[src/rtl/lc3_mem_ctrl_if.sv]
// CPU-side access bus between the LC-3 MAR/MDR pair and the memory controller.
// The CPU drives the request and the controller returns read data with a ready pulse.
interface lc3_mem_ctrl_if;
  logic        req;
  logic        we;
  logic [15:0] addr;
  logic [15:0] wdata;
  logic [15:0] rdata;
  logic        ready;

  modport master (
    output req, we, addr, wdata,
    input  rdata, ready
  );

  modport slave (
    input  req, we, addr, wdata,
    output rdata, ready
  );
endinterface

[src/rtl/lc3_mem_ctrl.sv]
// LC-3 memory/IO controller: one CPU access at a time, routed to an external SRAM with
// programmable wait states or to the keyboard/display memory-mapped registers.
module lc3_mem_ctrl #(
  parameter int unsigned WAIT_STATES = 1,
  parameter logic [15:0] IO_BASE     = 16'hFE00
) (
  input  logic          clk,
  input  logic          reset,
  lc3_mem_ctrl_if.slave bus,
  output logic          sram_cs,
  output logic          sram_we,
  output logic [15:0]   sram_addr,
  output logic [15:0]   sram_wdata,
  input  logic [15:0]   sram_rdata,
  input  logic          kb_valid,
  input  logic [7:0]    kb_char,
  output logic          disp_valid,
  output logic [7:0]    disp_char,
  input  logic          disp_ready
);
  localparam logic [15:0] KBSR_ADDR = IO_BASE;
  localparam logic [15:0] KBDR_ADDR = IO_BASE + 16'd2;
  localparam logic [15:0] DSR_ADDR  = IO_BASE + 16'd4;
  localparam logic [15:0] DDR_ADDR  = IO_BASE + 16'd6;
  localparam logic [3:0]  WAIT_INIT = 4'(WAIT_STATES);

  typedef enum logic [1:0] {IDLE, ACCESS, DONE} state_t;

  state_t      state_reg;
  logic [3:0]  wait_cnt_reg;
  logic [15:0] rdata_reg;
  logic        ready_reg;
  logic        kbrdy_reg;
  logic        ovr_reg;
  logic [7:0]  kbchar_reg;

  logic        io_req;
  logic        kbdr_read;
  logic        ddr_write;
  logic [15:0] io_rdata;

  assign bus.rdata = rdata_reg;
  assign bus.ready = ready_reg;

  // I/O side effects are decided from the live request on the edge that leaves IDLE.
  always_comb begin
    io_req    = (state_reg == IDLE) && bus.req && (bus.addr >= IO_BASE);
    kbdr_read = io_req && !bus.we && (bus.addr == KBDR_ADDR);
    ddr_write = io_req && bus.we && (bus.addr == DDR_ADDR);
    io_rdata  = 16'h0000;
    if (bus.addr == KBSR_ADDR) begin
      io_rdata = {kbrdy_reg, ovr_reg, 14'b0};
    end else if (bus.addr == KBDR_ADDR) begin
      io_rdata = {8'h00, kbchar_reg};
    end else if (bus.addr == DSR_ADDR) begin
      io_rdata = {~disp_valid, 15'b0};
    end
  end

  always_ff @(posedge clk or posedge reset) begin
    if (reset) begin
      state_reg    <= IDLE;
      wait_cnt_reg <= 4'd0;
      rdata_reg    <= 16'h0000;
      ready_reg    <= 1'b0;
      sram_cs      <= 1'b0;
      sram_we      <= 1'b0;
      sram_addr    <= 16'h0000;
      sram_wdata   <= 16'h0000;
      disp_valid   <= 1'b0;
      disp_char    <= 8'h00;
      kbrdy_reg    <= 1'b0;
      ovr_reg      <= 1'b0;
      kbchar_reg   <= 8'h00;
    end else begin
      ready_reg <= 1'b0;

      // A new character beats a simultaneous KBDR read; the read consumed the old one.
      if (kb_valid) begin
        kbchar_reg <= kb_char;
        kbrdy_reg  <= 1'b1;
        ovr_reg    <= kbrdy_reg && !kbdr_read;
      end else if (kbdr_read) begin
        kbrdy_reg <= 1'b0;
        ovr_reg   <= 1'b0;
      end

      // A DDR write only lands when the display slot was empty before this edge.
      if (disp_valid && disp_ready) begin
        disp_valid <= 1'b0;
      end else if (ddr_write && !disp_valid) begin
        disp_valid <= 1'b1;
        disp_char  <= bus.wdata[7:0];
      end

      case (state_reg)
        IDLE: begin
          if (bus.req) begin
            if (bus.addr < IO_BASE) begin
              state_reg    <= ACCESS;
              sram_cs      <= 1'b1;
              sram_we      <= bus.we;
              sram_addr    <= bus.addr;
              sram_wdata   <= bus.wdata;
              wait_cnt_reg <= WAIT_INIT;
            end else begin
              state_reg <= DONE;
              ready_reg <= 1'b1;
              if (!bus.we) begin
                rdata_reg <= io_rdata;
              end
            end
          end
        end
        ACCESS: begin
          if (wait_cnt_reg == 4'd0) begin
            state_reg <= DONE;
            ready_reg <= 1'b1;
            sram_cs   <= 1'b0;
            sram_we   <= 1'b0;
            if (!sram_we) begin
              rdata_reg <= sram_rdata;
            end
          end else begin
            wait_cnt_reg <= wait_cnt_reg - 4'd1;
          end
        end
        DONE: begin
          state_reg <= IDLE;
        end
        default: begin
          state_reg <= IDLE;
        end
      endcase
    end
  end
endmodule
[src/flat_wrapper.sv]
// flat-port wrapper written by rule: the top's interface ports become plain ports
module lc3_mem_ctrl_flat 
#(
  parameter int unsigned WAIT_STATES = 1,
  parameter logic [15:0] IO_BASE     = 16'hFE00
)
  (clk, reset, sram_cs, sram_we, sram_addr, sram_wdata, sram_rdata, kb_valid, kb_char, disp_valid, disp_char, disp_ready, bus_req, bus_we, bus_addr, bus_wdata, bus_rdata, bus_ready);
  lc3_mem_ctrl_if bus_i ();
  input  logic clk;
  input  logic reset;
  output logic sram_cs;
  output logic sram_we;
  output logic [15:0] sram_addr;
  output logic [15:0] sram_wdata;
  input  logic [15:0] sram_rdata;
  input  logic kb_valid;
  input  logic [7:0] kb_char;
  output logic disp_valid;
  output logic [7:0] disp_char;
  input  logic disp_ready;
  input wire logic [$bits(bus_i.req)-1:0] bus_req;
  input wire logic [$bits(bus_i.we)-1:0] bus_we;
  input wire logic [$bits(bus_i.addr)-1:0] bus_addr;
  input wire logic [$bits(bus_i.wdata)-1:0] bus_wdata;
  output wire logic [$bits(bus_i.rdata)-1:0] bus_rdata;
  output wire logic [$bits(bus_i.ready)-1:0] bus_ready;
  assign bus_i.req = bus_req;
  assign bus_i.we = bus_we;
  assign bus_i.addr = bus_addr;
  assign bus_i.wdata = bus_wdata;
  assign bus_rdata = bus_i.rdata;
  assign bus_ready = bus_i.ready;
  lc3_mem_ctrl #(.WAIT_STATES(WAIT_STATES), .IO_BASE(IO_BASE)) u_core (.clk(clk), .reset(reset), .bus(bus_i), .sram_cs(sram_cs), .sram_we(sram_we), .sram_addr(sram_addr), .sram_wdata(sram_wdata), .sram_rdata(sram_rdata), .kb_valid(kb_valid), .kb_char(kb_char), .disp_valid(disp_valid), .disp_char(disp_char), .disp_ready(disp_ready));
endmodule
[config.mk]
export PLATFORM = sky130hd
export DESIGN_NAME = lc3_mem_ctrl_flat
export DESIGN_NICKNAME = d
export VERILOG_FILES = /design/src/rtl/lc3_mem_ctrl_if.sv /design/src/rtl/lc3_mem_ctrl.sv /design/src/flat_wrapper.sv
export SDC_FILE = /design/constraint.sdc
export NUM_CORES = 1
export LEC_CHECK = 0
export ABC_CLOCK_PERIOD_IN_PS = 2500
export BUFFER_PORTS_ARGS = -buffer_cell sky130_fd_sc_hd__buf_2
export CAP_MARGIN = 25
export CORE_UTILIZATION = 35
export DETAILED_ROUTE_END_ITERATION = 6
export SYNTH_ARGS = -nofsm -noshare
export SYNTH_HDL_FRONTEND = slang
export SYNTH_SLANG_ARGS = --single-unit
export TNS_END_PERCENT = 1
[constraint.sdc]
create_clock -name clk -period 2.5 [get_ports clk]
set_clock_uncertainty 0.1 [all_clocks]
set_input_delay 0.5 -clock clk [delete_from_list [all_inputs] [get_ports clk]]
set_output_delay 0.5 -clock clk [all_outputs]
set_load 0.02 [all_outputs]
==> metrics.txt, run 1 <==
row cnt=34; dominant register cell in the synthesized netlist=dfrtp_1; layout cells sized above 1=0.584; routability cong.=0.773; Post-synth EDFFs=0; Hold Path Class=input port to async pin; count of different cell masters after synthesis=41; DRC viols=8; status=finished with violations; Post-Route WL=7310 um; Die X=97.9 um; final core area utilization=0.478; final worst slack=0.223 ns; pwr/cell area=1220 nW/um2; Slew @ Worst Pin=0.965 ns; R2R Path End=u_core.sram_wdata[11]; DR vias=2350; antenna violations before repair=0; Worst setup endpoint=u_core.sram_wdata[11]; total gr overflow=0; flops & latches, synth=76; mapped cell area=3220 um2; crit-path leading delay family=simple AND/OR/NAND/NOR gates; Initial Util=0.366; Num CTS Buffers=9; Crit path required time=2.63 ns; drt initial violations=102; Post-Layout Inst Area=4210 um2; FF-to-FF path depth=3; Setup TNS=0 ns; NumNets Final=427; total track usage=0.165; Final setup viols=0; ys async rst share=1.00; Static Leakage=2.06 nW; max frequency=439 MHz; max-cap violations=0; syn avg cell area=13.7 um2; DR pass1 iterations=6; Yosys warnings=0; fin crit period=2.28 ns; Antenna Nets Post-Route=0; Synth area leaders=dfrtp_1 59%, mux2_2 19%, nand4b_1 2.2%; Port Buf Inserts=121; failing checks=design-rule violations; Setup WS pre-CTS=0.0488 ns; largest net degree at the start of global routing=36; crit-path max cell delay=0.74 ns; critical path arrival=2.41 ns; core area=8810 um2; top cell type's share of synthesized area=0.590; CP startpoint=u_core.state_reg[1]; clock sinks=76; Slowest-stage cell, CP=nor2_4; WP buf/inv=0; Mapped Cells=235; Via-to-Cell Ratio=4.94; Layout area overhead=30.6%; CP Class=flop to flop; CTS tree=built; cts repair resizes=0; crit-path cells=or3b_4, nor2_4, mux2_2; sequential cell area fraction in the yosys report=0.590; clock-pin transition on the worst setup and hold timing paths=0.08 ns; crit-path max FO=35; Clk Latency, worst-skew pair=0.34 ns; Final Max Tran Viols=0; worst r2r src=u_core.state_reg[1]; Die Area=9590 um2; Commonest cells post-synth=76 x dfrtp_1, 55 x mux2_2, 12 x nand2_1, 12 x o21ai_0, 8 x nand4b_1; most frequent cell after synthesis=dfrtp_1; # diodes=0; Clock Path Buffers=2; wire length per cell=15.4 um; dpl hpwl=5310 um; vias in the first global route=2449; CP Depth=3; startpoint class of the critical path=flop; RSZ-0062 raised after global routing=false; Slew HR=0.355; Max IR drop VDD=0.612 mV; IO Count=122; root buffer cell=clkbuf_8; Syn Nets=298; CTS hold repair buffers=0; global-route wire length before repair=12300 um; largest area contributor in the netlist=dfrtp_1; htree depth=3; Worst R2R Setup Slack=0.22 ns; die height=97.9 um; Worst setup EP type=flop; fin crit share=0.911; worst hold slack=0.165 ns; Placed Instance Area=3980 um2; Hold Fails Final Rpt=0; Post-CTS Setup Inserts=0
==> report_power, final <==
group / internal, W / total, W / switching [W]
Sequential: 0.00169 / 0.00194 / 0.000250
Clock: 0.000610 / 0.00105 / 0.000444
Combinational: 0.000941 / 0.00214 / 0.00120
Total: 0.00324 / 0.00514 / 0.00190
==> cells in the final DEF (no fill, tap or decap), types with 2 or more instances in the layout <==
cell,n
o21ai_0,12
nor3_1,2
xor2_1,2
a22o_2,6
clkinvlp_4,2
buf_2,121
nand2_1,12
nor2b_1,2
inv_1,3
mux2_2,55
bufinv_16,2
clkbuf_8,11
mux2_4,3
a21o_1,3
nand2b_1,2
dfrtp_1,76
nand4b_1,8
nand3_1,5
buf_4,8
nor2_1,6
a21oi_1,4
==> layer usage <==
metal  wire, um  part of all wire  up-vias  track usage
met5          0                 0        -            0
met4         86             0.012        0       0.0466
met3        646             0.088       10       0.0709
met2       3210              0.44       93        0.251
met1       3370              0.46     1141        0.216
li1           -                 -     1106            -
==> per-stage QoR <==
stage	std cells	total power, W
after detailed placement	461	0.00414
after global routing	476	0.00548
after global placement	461	0.00409
after CTS	476	0.00522
final	476	0.00514
after floorplan	235	0.00345
==> cells by family (layout without fill, tap and decap cells) <==
kind of cell             Yosys count  in the layout  synth area share
AND/OR/NAND/NOR                   50             50            0.0952
XOR/XNOR                           2              2           0.00544
adder cells (fa/ha/maj)            1              1           0.00388
AO/OA/AOI/OAI                     30             30            0.0664
flip-flops                        76             76             0.590
multiplexers                      60             60             0.213
buffers and inverters             16            149            0.0260
==> worst min path at each step <==
stage,to,from,slack (ns),cells past startpoint
after floorplan,u_core.kbrdy_reg,u_core.kbrdy_reg,0.37,1
after global routing,u_core.sram_wdata[12],reset,0.20,2
after global placement,u_core.sram_addr[9],u_core.sram_addr[9],0.37,1
after CTS,u_core.sram_wdata[12],reset,0.18,2
after detailed placement,u_core.bus.rdata[12],u_core.bus.rdata[12],0.38,1
final,u_core.sram_wdata[12],reset,0.17,2
==> layout make-up <==
class / count / area [um2]
inverters: 4 / 18.8
well taps: 108 / 135
flip-flops and latches: 76 / 1900
multi-input cells: 143 / 1240
clock inverters: 4 / 72.6
clock buffers: 11 / 151
fillers: 830 / 4600
repair buffers: 130 / 686
Power figures use the tool's default switching activity.
==> inputs of run 2 (changes only) <==
CELL_PAD_IN_SITES_DETAIL_PLACEMENT = 0   (was not set)
CELL_PAD_IN_SITES_GLOBAL_PLACEMENT = 2   (was not set)
CORE_UTILIZATION = 28   (was 35)
HOLD_SLACK_MARGIN = 0.05   (was not set)
PLACE_DENSITY_LB_ADDON = 0.1   (was not set)
==> metrics.txt, run 2 (synthesis results as in run 1) <==
Placed Instance Area=4030 um2 (+1.2%); total track usage=0.147 (-0.0187); core area=11000 um2 (+25%); sw frac=0.369 (about the same); most common cell after layout, fill and taps aside=buf_2; Post-CTS Setup Inserts=0 (unchanged); global-route wire length before repair=13100 um (+6.9%); layout cells sized above 1=0.584 (about the same); met2 WL=3810 um (+19%); IO Count=122 (unchanged); fin crit period=2.30 ns (+0.0233 ns); Slew @ Worst Pin=0.993 ns (+0.0278 ns); Post-Layout Inst Area=4320 um2 (+2.8%); NumNets Final=428 (+0.23%); CP Class=flop to flop; largest net degree at the start of global routing=36 (unchanged); max frequency=435 MHz (-1.0%); crit-path max FO=35 (unchanged); Comb power frac=0.402 (-0.015); DRC viols=0 (-8); cts repair resizes=0 (unchanged); Die Area=11900 um2 (+24%); RSZ-0062 raised after global routing=false; startpoint class of the critical path=flop; Clock Path Buffers=2 (unchanged); CTS hold repair buffers=0 (unchanged); Slowest-stage cell, CP=nor2_4; Final Max Tran Viols=0 (unchanged); wire length per cell=16.2 um (+5.2%); DR pass1 iterations=4 (-2); Hold Path Class=input port to async pin; Flop pwr share=0.360 (-0.018); dpl hpwl=5910 um (+11%); vias in the first global route=2604 (+6.3%); antenna violations before repair=0 (unchanged); critical path arrival=2.42 ns (about the same); root buffer cell=clkbuf_16; Post-Route WL=8240 um (+13%); clock-pin transition on the worst setup and hold timing paths=0.06 ns (-0.02 ns); internal power=0.00342 W (+5.5%); row cnt=38 (+12%); fin crit share=0.920 (+0.00933); clock group share of total power=0.238 (+0.033); crit-path max cell delay=0.76 ns (+0.02 ns); Sw Pwr=0.00200 W (+5.4%); multi-input logic area=1240 um2 (unchanged); Port Buf Inserts=121 (unchanged); Clk Latency, worst-skew pair=0.33 ns (about the same); # diodes=0 (unchanged); Slew HR=0.336 (-0.0186); htree depth=3 (unchanged); Via-to-Cell Ratio=4.59 (-7.0%); Max IR drop VDD=0.616 mV (+0.67%); WL met1=3760 um (+12%); Num CTS Buffers=9 (unchanged); Static Leakage=2.10 nW (+1.7%); crit-path leading delay family=simple AND/OR/NAND/NOR gates; most frequent cells in the layout=121 x buf_2, 76 x dfrtp_1, 55 x mux2_2, 12 x nand2_1, 12 x o21ai_0; die height=109 um (+12%); crit-path cells=or3b_4, nor2_4, mux2_2; Reg area=1900 um2 (unchanged); drt initial violations=53 (-48%); Hold Fails Final Rpt=0 (unchanged); Initial Util=0.292 (-0.0738); total gr overflow=0 (unchanged); Setup TNS=0 ns (unchanged); max-cap violations=0 (unchanged); status=finished clean; pwr/cell area=1250 nW/um2 (+2.6%); Layout area overhead=34.2%; Worst setup EP type=flop; highest routed layer=met4; routability cong.=0.711 (-8.0%); Final setup viols=0 (unchanged); clock sinks=76 (unchanged); Die X=109 um (+12%); Antenna Nets Post-Route=0 (unchanged); met3 wire length=577 um (-11%); Crit path required time=2.62 ns (about the same); Fill cells=1135 (+37%); WP buf/inv=0 (unchanged); DR vias=2341 (-0.38%); CTS tree=built
## run 2: changes by cell type in the layout (fill, tap and decap cells not counted), sizes merged
| cell | change |
|---|---|
| buf | +1 |
| bufinv | -1 |
| clkbuf | -1 |
| clkinv | +3 |
## run 2: metrics by stage
stage	utilization	total power (W)	hold WS (ns)	setup WS (ns)	instances
floorplan	-	0.00345	0.366	0.344	235
global placement	0.365	0.00416	0.369	0.0428	494
detailed placement	0.365	0.00420	0.380	0.0205	494
CTS	0.392	0.00553	0.166	0.152	510
global route	0.392	0.00578	0.197	0.0861	510
finish	0.392	0.00542	0.157	0.200	510
## run 2: final timing paths
check                                          start                     to  slack, ns  depth (start not counted)
min in group clk                          disp_ready      u_core.disp_valid       0.24                          2
worst min register to register  u_core.bus.rdata[10]   u_core.bus.rdata[10]       0.39                          1
worst max register to register   u_core.state_reg[1]  u_core.sram_wdata[14]       0.20                          3
max in group asynchronous                      reset   u_core.bus.rdata[11]       1.45                          3
worst min-delay path                           reset    u_core.disp_char[6]       0.16                          2
worst max-delay path             u_core.state_reg[1]  u_core.sram_wdata[14]       0.20                          3
## run 2: cell type report
| class | count | share of cell area |
|---|---|---|
| Multi-Input combinational cell | 143 | 0.287 |
| Inverter | 4 | 0.00434 |
| Clock buffer | 10 | 0.0530 |
| Sequential cell | 76 | 0.440 |
| Tap cell | 140 | 0.0405 |
| Clock inverter | 6 | 0.0150 |
| Timing Repair Buffer | 131 | 0.160 |
## run 2: power by group through the flow
stage          Sequential, W  Clock [W]  Combinational [W]
3_3_place_gp         0.00196          0            0.00221
3_5_place_dp         0.00197          0            0.00223
2_1_floorplan        0.00245          0           0.000998
4_1_cts              0.00196    0.00134            0.00223
6_report             0.00195    0.00129            0.00218
5_1_grt              0.00202    0.00138            0.00238
## run 2: metal layers
| metal | vias up | GRT usage |
|---|---|---|
| met5 | - | 0 |
| met4 | 0 | 0.0400 |
| met3 | 8 | 0.0562 |
| met2 | 78 | 0.230 |
| met1 | 1146 | 0.189 |
| li1 | 1109 | - |
==> inputs of run 3 (changes only) <==
==> constraint.sdc (replaced) <==
create_clock -name clk -period 2.5 [get_ports clk]
set_clock_uncertainty 0.1 [all_clocks]
set_input_delay 0.375 -clock clk [delete_from_list [all_inputs] [get_ports clk]]
set_output_delay 0.375 -clock clk [all_outputs]
set_load 0.02 [all_outputs]
==> metrics.txt, run 3 (synthesis results as in run 1) <==
CTS tree=built; most frequent cells in the layout=121 x buf_2, 76 x dfrtp_1, 55 x mux2_2, 12 x nand2_1, 12 x o21ai_0; hold path endpoint=u_core.disp_valid; startpoint class of the critical path=flop; DRC viols=0 (unchanged); Fill cells=1105 (-2.6%); Slew @ Worst Pin=1.00 ns (+0.0111 ns); clock sinks=76 (unchanged); die height=109 um (unchanged); routability cong.=0.693 (-2.5%); final worst slack=0.196 ns (-0.00389 ns); antenna violations before repair=0 (unchanged); Worst R2R Setup Slack=0.20 ns (about the same); Final Max Tran Viols=0 (unchanged); CP Class=flop to flop; pwr/cell area=1240 nW/um2 (-1.5%); Clk Latency, worst-skew pair=0.33 ns (about the same); IO Count=122 (unchanged); drt initial violations=40 (-25%); multi-input logic area=1240 um2 (unchanged); fin crit period=2.30 ns (+0.00389 ns); most common cell after layout, fill and taps aside=buf_2; Via-to-Cell Ratio=4.56 (-0.75%); Post-Route WL=7970 um (-3.4%); Hold Fails Final Rpt=0 (unchanged); clock-pin transition on the worst setup and hold timing paths=0.06 ns (about the same); RSZ-0062 raised after global routing=false; Static Leakage=2.09 nW (-0.40%); max-cap violations=0 (unchanged); Initial Util=0.292 (unchanged); DR vias=2319 (-0.94%); Worst setup EP type=flop; Layout area overhead=33.7%; global-route wire length before repair=13100 um (-0.68%); DR pass1 iterations=4 (unchanged); hold wc startpoint=disp_ready; Port Buf Inserts=121 (unchanged); Clock Path Buffers=2 (unchanged); Crit path required time=2.62 ns (about the same); row cnt=38 (unchanged); Die X=109 um (unchanged); Max IR drop VDD=0.438 mV (-29%); largest net degree at the start of global routing=37 (+2.8%); wire length per cell=15.7 um (-3.2%); dpl hpwl=5790 um (-1.9%); worst hold slack=0.116 ns (-0.0416 ns); critical path arrival=2.42 ns (about the same); worst r2r src=u_core.state_reg[1]; root buffer cell=clkbuf_16; fin crit share=0.922 (+0.00155); FF-to-FF path depth=3 (unchanged); Reg area=1900 um2 (unchanged); R2R Path End=u_core.sram_wdata[14]; Hold Path Class=input port to flop; Final setup viols=0 (unchanged); crit-path max FO=35 (unchanged); # diodes=0 (unchanged); htree depth=3 (unchanged); Setup WS pre-CTS=0.126 ns (+0.105 ns); core area=11000 um2 (unchanged); Num CTS Buffers=9 (unchanged); status=finished clean; hold depth=2; Setup TNS=0 ns (unchanged); max frequency=434 MHz (-0.17%); NumNets Final=428 (unchanged); layout cells sized above 1=0.583 (-0.00113); vias in the first global route=2540 (-2.5%); Antenna Nets Post-Route=0 (unchanged); total track usage=0.147 (about the same); Slew HR=0.329 (-0.00739); Die Area=11900 um2 (unchanged); cts repair resizes=0 (unchanged); total gr overflow=0 (unchanged)
run 3: cell types whose count changed in the layout (fill, tap and decap cells not counted):
cell / change
buf_4: -1
dlygate4sd3_1: +1
inv_6: +1
clkinv_4: -1
bufinv_16: -1
clkbuf_8: +1
clkbuf_1: -1
run 3: cell type report:
type                    instances  share of cell area
flip-flops and latches         76               0.442
clock inverters                 5             0.00872
well taps                     140              0.0407
inverters                       4             0.00378
repair buffers                131               0.162
clock buffers                  10              0.0555
multi-input cells             143               0.288
run 3: how the worst max path moves through the flow:
stage,cells after the start,slack [ns],startpoint,end
3_5_place_dp,4,0.13,bus_req,u_core.sram_wdata[14]
6_report,3,0.20,u_core.state_reg[1],u_core.sram_wdata[14]
4_1_cts,3,0.16,u_core.state_reg[1],u_core.sram_wdata[14]
2_1_floorplan,1,0.09,reset,u_core.bus.rdata[0]
5_1_grt,3,0.08,u_core.state_reg[1],u_core.sram_wdata[14]
3_3_place_gp,4,0.15,bus_req,u_core.sram_wdata[5]
run 3: what timing repair did:
action,in CTS,in global routing
buffers inserted,0,0
hold buffers,1,0
endpoints found under the hold margin,18,0
run 3: critical path, cell delays in order, from the launching register on:
cell     delay, ns
dfrtp_1       0.43
or3b_4        0.44
nor2_4        0.77
mux2_2        0.42
run 3: where the power goes:
group          total (W)  internal (W)  switching, W  leakage [nW]
Clock            0.00122      0.000697      0.000519         0.131
Sequential       0.00194       0.00170      0.000247         0.931
Combinational    0.00216      0.000942       0.00122          1.03
Total            0.00532       0.00334       0.00198          2.09
run 3: through the flow:
stage	cells	utilization	area (um2)	power [W]
after floorplan	235	-	3220	0.00345
after global placement	493	0.364	4020	0.00415
after detailed placement	493	0.364	4020	0.00417
after CTS	509	0.390	4310	0.00542
after global routing	509	0.390	4310	0.00569
final	509	0.390	4310	0.00532
run 3: per-layer routing:
| layer | track usage | routed length [um] | vias to the layer above |
|---|---|---|---|
| li1 | - | - | 1107 |
| met2 | 0.229 | 3600 | 86 |
| met3 | 0.0580 | 706 | 8 |
| met1 | 0.183 | 3560 | 1118 |
| met5 | 0 | 0 | - |
| met4 | 0.0524 | 99 | 0 |
